--- config.mk ---
export PLATFORM = sky130hd
export DESIGN_NAME = ppu_line_reader
export DESIGN_NICKNAME = d
export VERILOG_FILES = /design/src/rtl/ppu_line_reader.sv
export SDC_FILE = /design/constraint.sdc
export NUM_CORES = 1
export LEC_CHECK = 0
export BUFFER_PORTS_ARGS = -buffer_cell sky130_fd_sc_hd__buf_4
export CORE_MARGIN = 2
export CORE_UTILIZATION = 40
export CTS_CLUSTER_DIAMETER = 40
export DETAILED_ROUTE_END_ITERATION = 8
export SYNTH_ARGS = -nofsm -noshare
export SYNTH_HDL_FRONTEND = slang
export SYNTH_SLANG_ARGS = --single-unit
export TNS_END_PERCENT = 50
--- constraint.sdc ---
create_clock -name clk -period 6.56 [get_ports clk]
set_clock_uncertainty 0.15 [all_clocks]
set_input_delay 0.328 -clock clk [delete_from_list [all_inputs] [get_ports clk]]
set_output_delay 0.328 -clock clk [all_outputs]
set_load 0.02 [all_outputs]
--- src/rtl/ppu_line_reader.sv ---
// rtl/ppu_line_reader.sv - line-buffer read side: fetch, skid FIFO, horizontal pixel repeat
// Optional build macro: PPU_LINE_READER_COLORKEY_EN adds key_color/bg_color substitution.
// Ports:
//   clk, rst             clock (also the RAM rclk), asynchronous active-high reset
//   start, busy, done    line control: start pulse, line in progress, end-of-line pulse
//   raddr, read_data     RAM read port, data valid the cycle after raddr is issued
//   pix_data, pix_valid  pixel stream toward the video output stage
//   pix_ready, pix_last  downstream acceptance, final beat of the line
//   key_color, bg_color  (colour-key build only) matching head words are emitted as bg_color
module ppu_line_reader #(
  parameter int SIZE   = 8,
  parameter int DEPTH  = 256,
  parameter int HSCALE = 2
) (
  input  logic                     clk,
  input  logic                     rst,
  input  logic                     start,
  output logic                     busy,
  output logic [$clog2(DEPTH)-1:0] raddr,
  input  logic [SIZE-1:0]          read_data,
`ifdef PPU_LINE_READER_COLORKEY_EN
  input  logic [SIZE-1:0]          key_color,
  input  logic [SIZE-1:0]          bg_color,
`endif
  output logic [SIZE-1:0]          pix_data,
  output logic                     pix_valid,
  input  logic                     pix_ready,
  output logic                     pix_last,
  output logic                     done
);

  localparam int AW = $clog2(DEPTH);
  localparam int RW = (HSCALE > 1) ? $clog2(HSCALE) : 1;
  localparam logic [AW-1:0] LAST_ADDR = AW'(DEPTH - 1);
  localparam logic [RW-1:0] LAST_REP  = RW'(HSCALE - 1);

  localparam logic [1:0] IDLE  = 2'd0;
  localparam logic [1:0] FETCH = 2'd1;
  localparam logic [1:0] DRAIN = 2'd2;

  logic [1:0]      state;
  logic            inflight;
  logic [SIZE-1:0] fifo_mem [2];
  logic            wptr;
  logic            rptr;
  logic [1:0]      fifo_count;
  logic [RW-1:0]   rep;
  logic [AW-1:0]   word_cnt;
  logic [SIZE-1:0] head;
  logic            xfer;
  logic            pop;
  logic            push;
  logic            issue;
  logic            final_xfer;

  assign head       = fifo_mem[rptr];
  assign pix_valid  = (fifo_count != 2'd0);
  assign xfer       = pix_valid & pix_ready;
  assign pop        = xfer & (rep == LAST_REP);
  assign push       = inflight;
  // word_cnt indexes the head word within the line; raddr runs ahead of it.
  assign pix_last   = pix_valid & (rep == LAST_REP) & (word_cnt == LAST_ADDR);
  assign final_xfer = pix_last & pix_ready;
  assign busy       = (state != IDLE);

  // Credit check: queued words plus the read in flight must leave room for one
  // more, counting the slot freed by a pop this cycle. This keeps the FIFO at
  // two entries while still allowing one beat per cycle at HSCALE=1.
  assign issue = (state == FETCH) &&
                 (({1'b0, fifo_count} + {2'b00, inflight}) < (3'd2 + {2'b00, pop}));

  always_comb begin
    pix_data = '0;
    if (pix_valid) begin
      pix_data = head;
`ifdef PPU_LINE_READER_COLORKEY_EN
      if (head == key_color) begin
        pix_data = bg_color;
      end
`endif
    end
  end

  // Sequencer: address walk and line completion.
  always_ff @(posedge clk or posedge rst) begin
    if (rst) begin
      state    <= IDLE;
      raddr    <= '0;
      inflight <= 1'b0;
      done     <= 1'b0;
    end else begin
      done     <= 1'b0;
      inflight <= issue;
      case (state)
        IDLE: begin
          if (start) begin
            state <= FETCH;
            raddr <= '0;
          end
        end
        FETCH: begin
          if (issue) begin
            // Natural wrap to 0 on the last address, so raddr rests at 0 afterwards.
            raddr <= raddr + AW'(1);
            if (raddr == LAST_ADDR) begin
              state <= DRAIN;
            end
          end
        end
        DRAIN: begin
          // The final beat can only leave once every word was captured, so the
          // FIFO is empty and no read is in flight after this edge.
          if (final_xfer) begin
            state <= IDLE;
            done  <= 1'b1;
          end
        end
        default: state <= IDLE;
      endcase
    end
  end

  // Two-entry skid FIFO fed by the RAM read data.
  always_ff @(posedge clk or posedge rst) begin
    if (rst) begin
      wptr        <= 1'b0;
      rptr        <= 1'b0;
      fifo_count  <= 2'd0;
      fifo_mem[0] <= '0;
      fifo_mem[1] <= '0;
    end else begin
      if (push) begin
        fifo_mem[wptr] <= read_data;
        wptr           <= ~wptr;
      end
      if (pop) begin
        rptr <= ~rptr;
      end
      if (push && !pop) begin
        fifo_count <= fifo_count + 2'd1;
      end else if (pop && !push) begin
        fifo_count <= fifo_count - 2'd1;
      end
    end
  end

  // Repeat counter and output word index.
  always_ff @(posedge clk or posedge rst) begin
    if (rst) begin
      rep      <= '0;
      word_cnt <= '0;
    end else if (xfer) begin
      if (pop) begin
        rep      <= '0;
        word_cnt <= word_cnt + AW'(1);
      end else begin
        rep <= rep + RW'(1);
      end
    end
  end

  a_fifo_no_overflow: assert property (@(posedge clk) disable iff (rst)
    !(push && !pop && (fifo_count == 2'd2)));

endmodule

==> results.tsv, run 1 <==
metric	value	unit
Distinct cells, synth	41	
multiplexer area fraction after synthesis	0.145	
CP Launch Type	flip-flop	
Clk Tree Root Cell	clkbuf_8	
critical path arrival	2440	ps
port buffer count	31	
# clock sinks	41	
clk buf depth	2	
largest net degree at the start of global routing	42	
Power Dens Cells	535	nW/um2
clk_lat worst skew	290	ps
final WL	3740	um
VDD IR-drop max	0.253	mV
post-synthesis cell count	166	
Slew HR	0.466	
Avg WL per Cell	14.6	um
count leader, synth	dfrtp_1	
flops & latches, synth	41	
largest family of logic cells by synthesized area	multiplexers	
commonest cells in the netlist	41 x dfrtp_1, 16 x mux2_2, 15 x nand2_1, 15 x nor2_1, 10 x mux2i_1	
number of global-route vias before repair	1398	
CP endpoint kind	flip-flop	
net count after synthesis	183	
level count of the clock H-tree	2	
Die X	73.6	um
Post-CTS Setup Inserts	0	
via count	1363	
xor/xnor cell area share of the yosys netlist	0.0588	
Iteration-0 DRC Markers	76	
Max Clock Freq	0.413	GHz
outcome	finished, final reports clean	
Avg Cell Area, Syn	11.7	um2
detailed-route DRC error count	0	
unrepaired setup endpoints after global routing	no	
Largest stage delay, worst path	540	ps
Initial Util	0.413	
worst min path class	input pin to asynchronous set/reset pin	
drt pass-1 iters	4	
IO Pins	32	
ys async rst share	1.00	
Rows	25	
first-pass GRT wire length	6270	um
Leakage	1.08	nW
Core Region	4690	um2
Via-to-Cell Ratio	5.30	
Post-Synth Simple-Gate Area	0.133	
Finished Layout Cells	257	
Clk pin slew, worst setup/hold paths	70	ps
dpl hpwl	2740	um
antenna cells	0	
crit share post-route	0.369	
antenna violations before repair	0	
Synth area leader	dfrtp_1	
layout cell share with drive strength beyond 1	0.310	
FF-to-FF Start	fifo_count[0]	
area fraction of the dominant cell type after synthesis	0.530	
Final min period	2420	ps
Synth Cell Area	1940	um2
cells on worst reg2reg path	6	
YS warnings	0	
cts-stage hold buffer count	0	
crit-path max FO	7	
CTS Buf Count	5	
Setup violations, final	0	
ANT nets after route	0	
Req. time, crit path	6580	ps
CP Cell Sequence	ha_1, ha_1, or2_2, o22a_4, or4_1, mux2i_1	
CTS tree	built	
Hold Vio Cnt, Final	0	
GP Congestion	0.856	
Crit Path Class	flip-flop to flip-flop	
max cap viols	0	
setup TNS	0	ps
Worst R2R Setup Slack	4140	ps
Final Net Count	219	
Synth Area in Compound Gates	0.0795	
crit path max-delay cell type	or4_1	
most area-consuming cells after synthesis	dfrtp_1 53%, mux2_2 9.3%, mux2i_1 5.2%	
Final Slew Violations	0	
R2R Path End	raddr[5]	
slew at the pin with the worst max-slew slack	800	ps
placed cell count	249	
die footprint	5410	um2
Area growth, synth to finish	20.5	%
Adder-Cell Fraction of Synth Area	0.0323	
post-CTS sizing	0	
gr ovfl total	0	
post-synthesis sequential area ratio	0.530	
number of synthesized flops with an enable pin	0	
CP most frequent cell	ha_1	
GRT Total Usage	0.154	
die span in y	73.6	um
Main synth FF type	dfrtp_1	
==> report_power, final <==
group | total, mW | leakage [nW] | internal, mW | switching (mW)
combinational | 0.603 | 0.526 | 0.296 | 0.307
sequential | 0.468 | 0.496 | 0.363 | 0.104
clock | 0.177 | 0.0542 | 0.0950 | 0.0819
total | 1.25 | 1.08 | 0.755 | 0.493
==> worst max-delay path by stage <==
stage	startpoint	endpoint	slack, ps	depth (start not counted)
after global placement	fifo_count[0]	raddr[5]	4190	6
final	fifo_count[0]	raddr[5]	4140	6
after CTS	fifo_count[0]	raddr[5]	4140	6
after detailed placement	fifo_count[0]	raddr[5]	4150	6
after floorplan	fifo_count[0]	raddr[5]	4250	6
after global routing	fifo_count[0]	raddr[5]	4040	6
==> flip-flops by register name, summed over array words and instances (netlist names), 2 cells and up <==
signal and cells:
fifo_count 2, fifo_mem 16, raddr 8, state 2, word_cnt 8
==> cells by family after synthesis <==
group           count (synthesis)
flops                          41
mux                            26
simple gates                   52
buf+inv                        10
xor+xnor                       13
fa+ha+maj                       5
compound gates                 19
==> per-layer routing <==
layer / track usage / share of wire
met4: 0.0747 / 0.022
met3: 0.0302 / 0.039
met2: 0.255 / 0.49
met1: 0.194 / 0.45
met5: 0 / 0
==> cell usage in the layout (no fill, tap or decap), types with 2 or more instances in the layout <==
master / netlist / routed
clkbuf_8: 0 / 7
ha_1: 5 / 5
or2_2: 2 / 2
buf_4: 0 / 32
nand3_1: 5 / 5
dfrtp_1: 41 / 41
o21ai_0: 2 / 2
a21oi_1: 4 / 4
nand4_1: 2 / 2
nor2_1: 15 / 15
or4_1: 2 / 2
mux2_2: 16 / 16
nand2_1: 15 / 15
nand2b_1: 2 / 2
xnor2_1: 8 / 8
mux2i_1: 10 / 10
xor2_1: 5 / 5
inv_1: 6 / 6
==> final cells by class <==
type,instances,area (um2)
Timing Repair Buffer,32,240
Fill cell,440,2360
Clock buffer,7,96.3
Sequential cell,41,1030
Clock inverter,1,5.00
Inverter,7,28.8
Multi-Input combinational cell,115,868
Tap cell,54,67.6
==> stage by stage <==
step / hold WS (ps) / power, mW / area [um2] / setup slack, ps / util
2_1_floorplan: 285 / 0.886 / 1940 / 4250 / -
3_3_place_gp: 297 / 1.06 / 2230 / 4190 / 0.475
3_5_place_dp: 308 / 1.09 / 2230 / 4150 / 0.475
4_1_cts: 26.7 / 1.27 / 2330 / 4140 / 0.497
5_1_grt: 54.0 / 1.35 / 2330 / 4040 / 0.497
6_report: 7.04 / 1.25 / 2330 / 4140 / 0.497
==> worst max-delay path: cells and delay by family, from the launching register on <==
family,cells,cell delay [ps]
multiplexers,1,140
AND/OR/NAND/NOR,2,890
flip-flops,1,460
AO/OA/AOI/OAI,1,230
adder cells (fa/ha/maj),2,440
Note: power is estimated with default switching activity, not from simulation.
==> inputs of run 2 (changes only) <==
- clock period: 6.56 -> 2.5 ns (I/O delays scaled with it)
==> results.tsv, run 2 (synthesis results as in run 1) <==
metric	value	unit	change
Power Dens Cells	1360	nW/um2	+150%
Setup violations, final	0		unchanged
post-CTS sizing	0		unchanged
Area after DPL	2260	um2	+1.3%
Core Region	4690	um2	unchanged
first-pass GRT wire length	6440	um	+2.6%
die footprint	5410	um2	unchanged
met3 usage in global routing	0.0412		+0.0110
crit-path max FO	7		unchanged
Clk pin slew, worst setup/hold paths	70	ps	about the same
number of global-route vias before repair	1414		+1.1%
register area	1030	um2	unchanged
met1 usage	0.208		+0.0144
Die X	73.6	um	unchanged
final WL	3820	um	+2.2%
GR Util met2	0.244		-0.0109
layout cell share with drive strength beyond 1	0.302		-0.00802
crit path max-delay cell type	or4_1		
grt peak-use layer	met2		
most frequent cells in the layout	41 x dfrtp_1, 36 x buf_4, 16 x mux2_2, 15 x nand2_1, 15 x nor2_1		
detailed-route DRC error count	0		unchanged
Crit Path Class	flip-flop to flip-flop		
unrepaired setup endpoints after global routing	no		
dpl hpwl	2700	um	-1.6%
CP endpoint kind	flip-flop		
die span in y	73.6	um	unchanged
Max Clock Freq	0.428	GHz	+3.4%
outcome	finished, final reports clean		
most common cell after layout, fill and taps aside	dfrtp_1		
cell class contributing the biggest share of worst-path delay	simple AND/OR/NAND/NOR gates		
Slew HR	0.630		+0.164
GP Congestion	0.840		-1.9%
port buffer count	31		unchanged
Final min period	2340	ps	-80.3 ps
via count	1413		+3.7%
clk_lat worst skew	280	ps	about the same
# clock sinks	41		unchanged
slew at the pin with the worst max-slew slack	552	ps	-248 ps
level count of the clock H-tree	2		unchanged
Filler cells	423		-3.9%
setup slack at placement	157	ps	-3990 ps
Area growth, synth to finish	25.9	%	
CTS Buf Count	5		unchanged
Initial Util	0.413		unchanged
final setup margin	161	ps	-3980 ps
registers with the most flip-flops	fifo_mem: 16 flops, raddr: 8 flops, word_cnt: 8 flops		
antenna cells	0		unchanged
Rows	25		unchanged
final instance area	2440	um2	+4.5%
CP Launch Type	flip-flop		
clk buf depth	2		unchanged
Clk Tree Root Cell	clkbuf_8		
max cap viols	0		unchanged
WP buf/inv	0		unchanged
CP most frequent cell	ha_1		
setup TNS	0	ps	unchanged
Avg WL per Cell	14.2	um	-2.4%
worst min path class	input pin to flip-flop		
Iteration-0 DRC Markers	54		-29%
CTS tree	built		
max reg flops	16		unchanged
CP Cell Sequence	ha_1, ha_1, or2_2, o22a_4, or4_1, mux2i_1		
Req. time, crit path	2520	ps	-4060 ps
Min Hold Slack	73.0	ps	+66.0 ps
largest net degree at the start of global routing	42		unchanged
multi-input combinational cell area	868	um2	unchanged
crit share post-route	0.935		+0.567
Leakage	1.12	nW	+4.4%
VDD IR-drop max	0.588	mV	+130%
gr ovfl total	0		unchanged
Largest stage delay, worst path	540	ps	about the same
antenna violations before repair	0		unchanged
drt pass-1 iters	4		unchanged
Final Net Count	232		+5.9%
Via-to-Cell Ratio	5.25		-0.96%
IO Pins	32		unchanged
ANT nets after route	0		unchanged
Final Slew Violations	0		unchanged
GRT Total Usage	0.156		+0.00184
Largest Register	fifo_mem		
critical path arrival	2360	ps	-80 ps
Hold Vio Cnt, Final	0		unchanged
## run 2: changes by cell type in the layout (fill, tap and decap cells not counted), sizes merged
| cell | change |
|---|---|
| dlygate4sd3 | +9 |
| buf | +4 |
| clkinv | -1 |
## run 2: worst min-delay path, delay by kind of cell
family | cells | cell delay (ps)
buffers and inverters | 1 | 120
xor gates and xnor gates | 1 | 80
AOI/OAI and AO/OA | 1 | 140
## run 2: area by class of cell
type	count	share of cell area
clock buffers	7	0.0354
inverters	7	0.0118
multi-input cells	115	0.356
flip-flops and latches	41	0.421
well taps	54	0.0277
repair buffers	45	0.148
## run 2: worst paths after layout
path / startpoint / end / slack [ps] / depth (start not counted)
hold / removal: pix_ready / rep / 70 / 3
setup / recovery: inflight / raddr[5] / 160 / 6
setup reg to reg: inflight / raddr[5] / 160 / 6
min in group asynchronous: rst / raddr[5] / 370 / 4
hold reg to reg: word_cnt[5] / word_cnt[5] / 310 / 1
max in group asynchronous: rst / raddr[1] / 1460 / 4
## run 2: per-layer routing
layer  vias to the layer above  wire length, um
li1                        683                -
met1                       678             1750
met2                        43             1840
met3                         9              161
met4                         0               66
met5                         -                0
## run 2: metrics by stage
| step | util | cells | power, mW |
|---|---|---|---|
| finish | 0.519 | 269 | 3.30 |
| floorplan | - | 166 | 2.33 |
| CTS | 0.519 | 269 | 3.35 |
| global route | 0.519 | 269 | 3.56 |
| global placement | 0.482 | 253 | 2.82 |
| detailed placement | 0.482 | 253 | 2.90 |
## run 2: what timing repair did
item / in CTS / in global routing
setup buffers: 0 / 0
hold endpoints to repair: 57 / 0
hold buffers: 9 / 0
## run 2: power breakdown
| part | switching (mW) | internal, mW |
|---|---|---|
| Sequential | 0.253 | 0.954 |
| Clock | 0.208 | 0.219 |
| Combinational | 0.839 | 0.830 |
| Total | 1.30 | 2.00 |
==> inputs of run 3 (changes only) <==
- CORE_UTILIZATION: 40 -> 48
- PLACE_DENSITY: default -> 0.7
==> results.tsv, run 3 (synthesis results as in run 1) <==
metric	value	unit	change
Final Net Count	231		-0.43%
Area growth, synth to finish	25.3	%	
register area	1030	um2	unchanged
CTS Buf Count	5		unchanged
layout cell share with drive strength beyond 1	0.299		-0.00326
Min Hold Slack	54.3	ps	-18.7 ps
most common cell after layout, fill and taps aside	dfrtp_1		
crit share post-route	0.931		-0.00451
max reg flops	16		unchanged
Logic pwr share	0.506		about the same
Iteration-0 DRC Markers	10		-81%
Clk Tree Root Cell	clkbuf_8		
crit-path max FO	7		unchanged
GP Congestion	0.856		+1.9%
Crit Path Class	flip-flop to flip-flop		
Slew HR	0.477		-0.153
critical path arrival	2350	ps	about the same
Pwr Total	3.31	mW	about the same
drt pass-1 iters	4		unchanged
CP Cell Sequence	ha_1, ha_1, or2_2, o22a_4, or4_1, mux2i_1		
registers with the most flip-flops	fifo_mem: 16 flops, raddr: 8 flops, word_cnt: 8 flops		
Filler cells	314		-26%
largest net degree at the start of global routing	42		unchanged
worst min path class	input pin to flip-flop		
die span in y	67.5	um	-8.2%
via count	1423		+0.71%
Via-to-Cell Ratio	5.39		+2.6%
CP Launch Type	flip-flop		
port buffer count	31		unchanged
antenna violations before repair	0		unchanged
crit path max-delay cell type	or4_1		
Final Slew Violations	0		unchanged
Rows	23		-8.0%
outcome	finished, final reports clean		
Hold Vio Cnt, Final	0		unchanged
Leakage	1.12	nW	-0.46%
Die X	67.5	um	-8.2%
Initial Util	0.491		+0.0784
most frequent cells in the layout	41 x dfrtp_1, 35 x buf_4, 16 x mux2_2, 15 x nand2_1, 15 x nor2_1		
Clk pin slew, worst setup/hold paths	70	ps	about the same
multi-input combinational cell area	868	um2	unchanged
Largest Register	fifo_mem		
clock share of power	0.128		about the same
post-CTS sizing	0		unchanged
Final min period	2330	ps	-11.3 ps
CP most frequent cell	ha_1		
CP endpoint kind	flip-flop		
# clock sinks	41		unchanged
gr ovfl total	0		unchanged
cts-stage hold buffer count	9		unchanged
Max Clock Freq	0.430	GHz	+0.48%
NetSw	1.31	mW	+1.0%
max cap viols	0		unchanged
Core Region	3940	um2	-16%
switching share of power	0.397		+0.00367
clk buf depth	2		unchanged
VDD IR-drop max	0.711	mV	+21%
Setup violations, final	0		unchanged
clk_lat worst skew	290	ps	about the same
first-pass GRT wire length	6240	um	-3.1%
dpl hpwl	2700	um	-0.11%
Largest stage delay, worst path	540	ps	about the same
CTS tree	built		
level count of the clock H-tree	2		unchanged
setup TNS	0	ps	unchanged
Int Power	1.99	mW	-0.52%
Req. time, crit path	2530	ps	about the same
IO Pins	32		unchanged
final WL	3760	um	-1.6%
unrepaired setup endpoints after global routing	no		
number of global-route vias before repair	1377		-2.6%
ANT nets after route	0		unchanged
Post-CTS Setup Inserts	0		unchanged
Flop pwr share	0.366		about the same
die footprint	4560	um2	-16%
GRT Total Usage	0.187		+0.0307
Avg WL per Cell	14.2	um	+0.27%
Power Dens Cells	1360	nW/um2	+0.61%
detailed-route DRC error count	0		unchanged
slew at the pin with the worst max-slew slack	781	ps	+230 ps
antenna cells	0		unchanged
run 3: worst max-delay path, delay by kind of cell, from the launching register on:
family,cells,cell delay (ps)
adders and majority gates,2,430
AOI/OAI and AO/OA,1,230
DFF,1,390
and+or+nand+nor,2,890
muxes,1,130
run 3: metal layers:
metal | vias up | GRT usage | wire length [um]
met4 | 0 | 0.0612 | 53
li1 | 684 | - | -
met1 | 693 | 0.225 | 1550
met5 | - | 0 | 0
met2 | 40 | 0.319 | 1980
met3 | 6 | 0.0567 | 170
run 3: final timing paths:
kind,startpoint,endpoint,slack (ps),cells past startpoint
worst max-delay path,inflight,raddr[5],170,6
worst min-delay path,pix_ready,rep,50,3
worst max register to register,inflight,raddr[5],170,6
worst min register to register,word_cnt[5],word_cnt[5],330,1
max in group asynchronous,rst,word_cnt[2],1480,4
min in group asynchronous,rst,raddr[6],380,4
run 3: through the flow:
| step | cell area (um2) | util | instances | setup WS, ps |
|---|---|---|---|---|
| floorplan | 1940 | - | 166 | 187 |
| global placement | 2250 | 0.570 | 248 | 228 |
| finish | 2420 | 0.615 | 264 | 173 |
| global route | 2420 | 0.615 | 264 | 65.5 |
| detailed placement | 2250 | 0.570 | 248 | 182 |
| CTS | 2420 | 0.615 | 264 | 170 |
run 3: area by class of cell:
| type | count | share of cell area |
|---|---|---|
| clock buffer | 7 | 0.0356 |
| multi-input combinational | 115 | 0.358 |
| timing repair buffer | 44 | 0.146 |
| sequential | 41 | 0.423 |
| inverter | 7 | 0.0119 |
| tap | 50 | 0.0258 |
run 3: power by group through the flow:
stage	Combinational [mW]	Sequential, mW	Clock (mW)
after floorplan	1.11	1.21	0
after global placement	1.60	1.19	0
after detailed placement	1.68	1.22	0
after CTS	1.69	1.21	0.434
after global routing	1.82	1.26	0.474
final	1.67	1.21	0.423
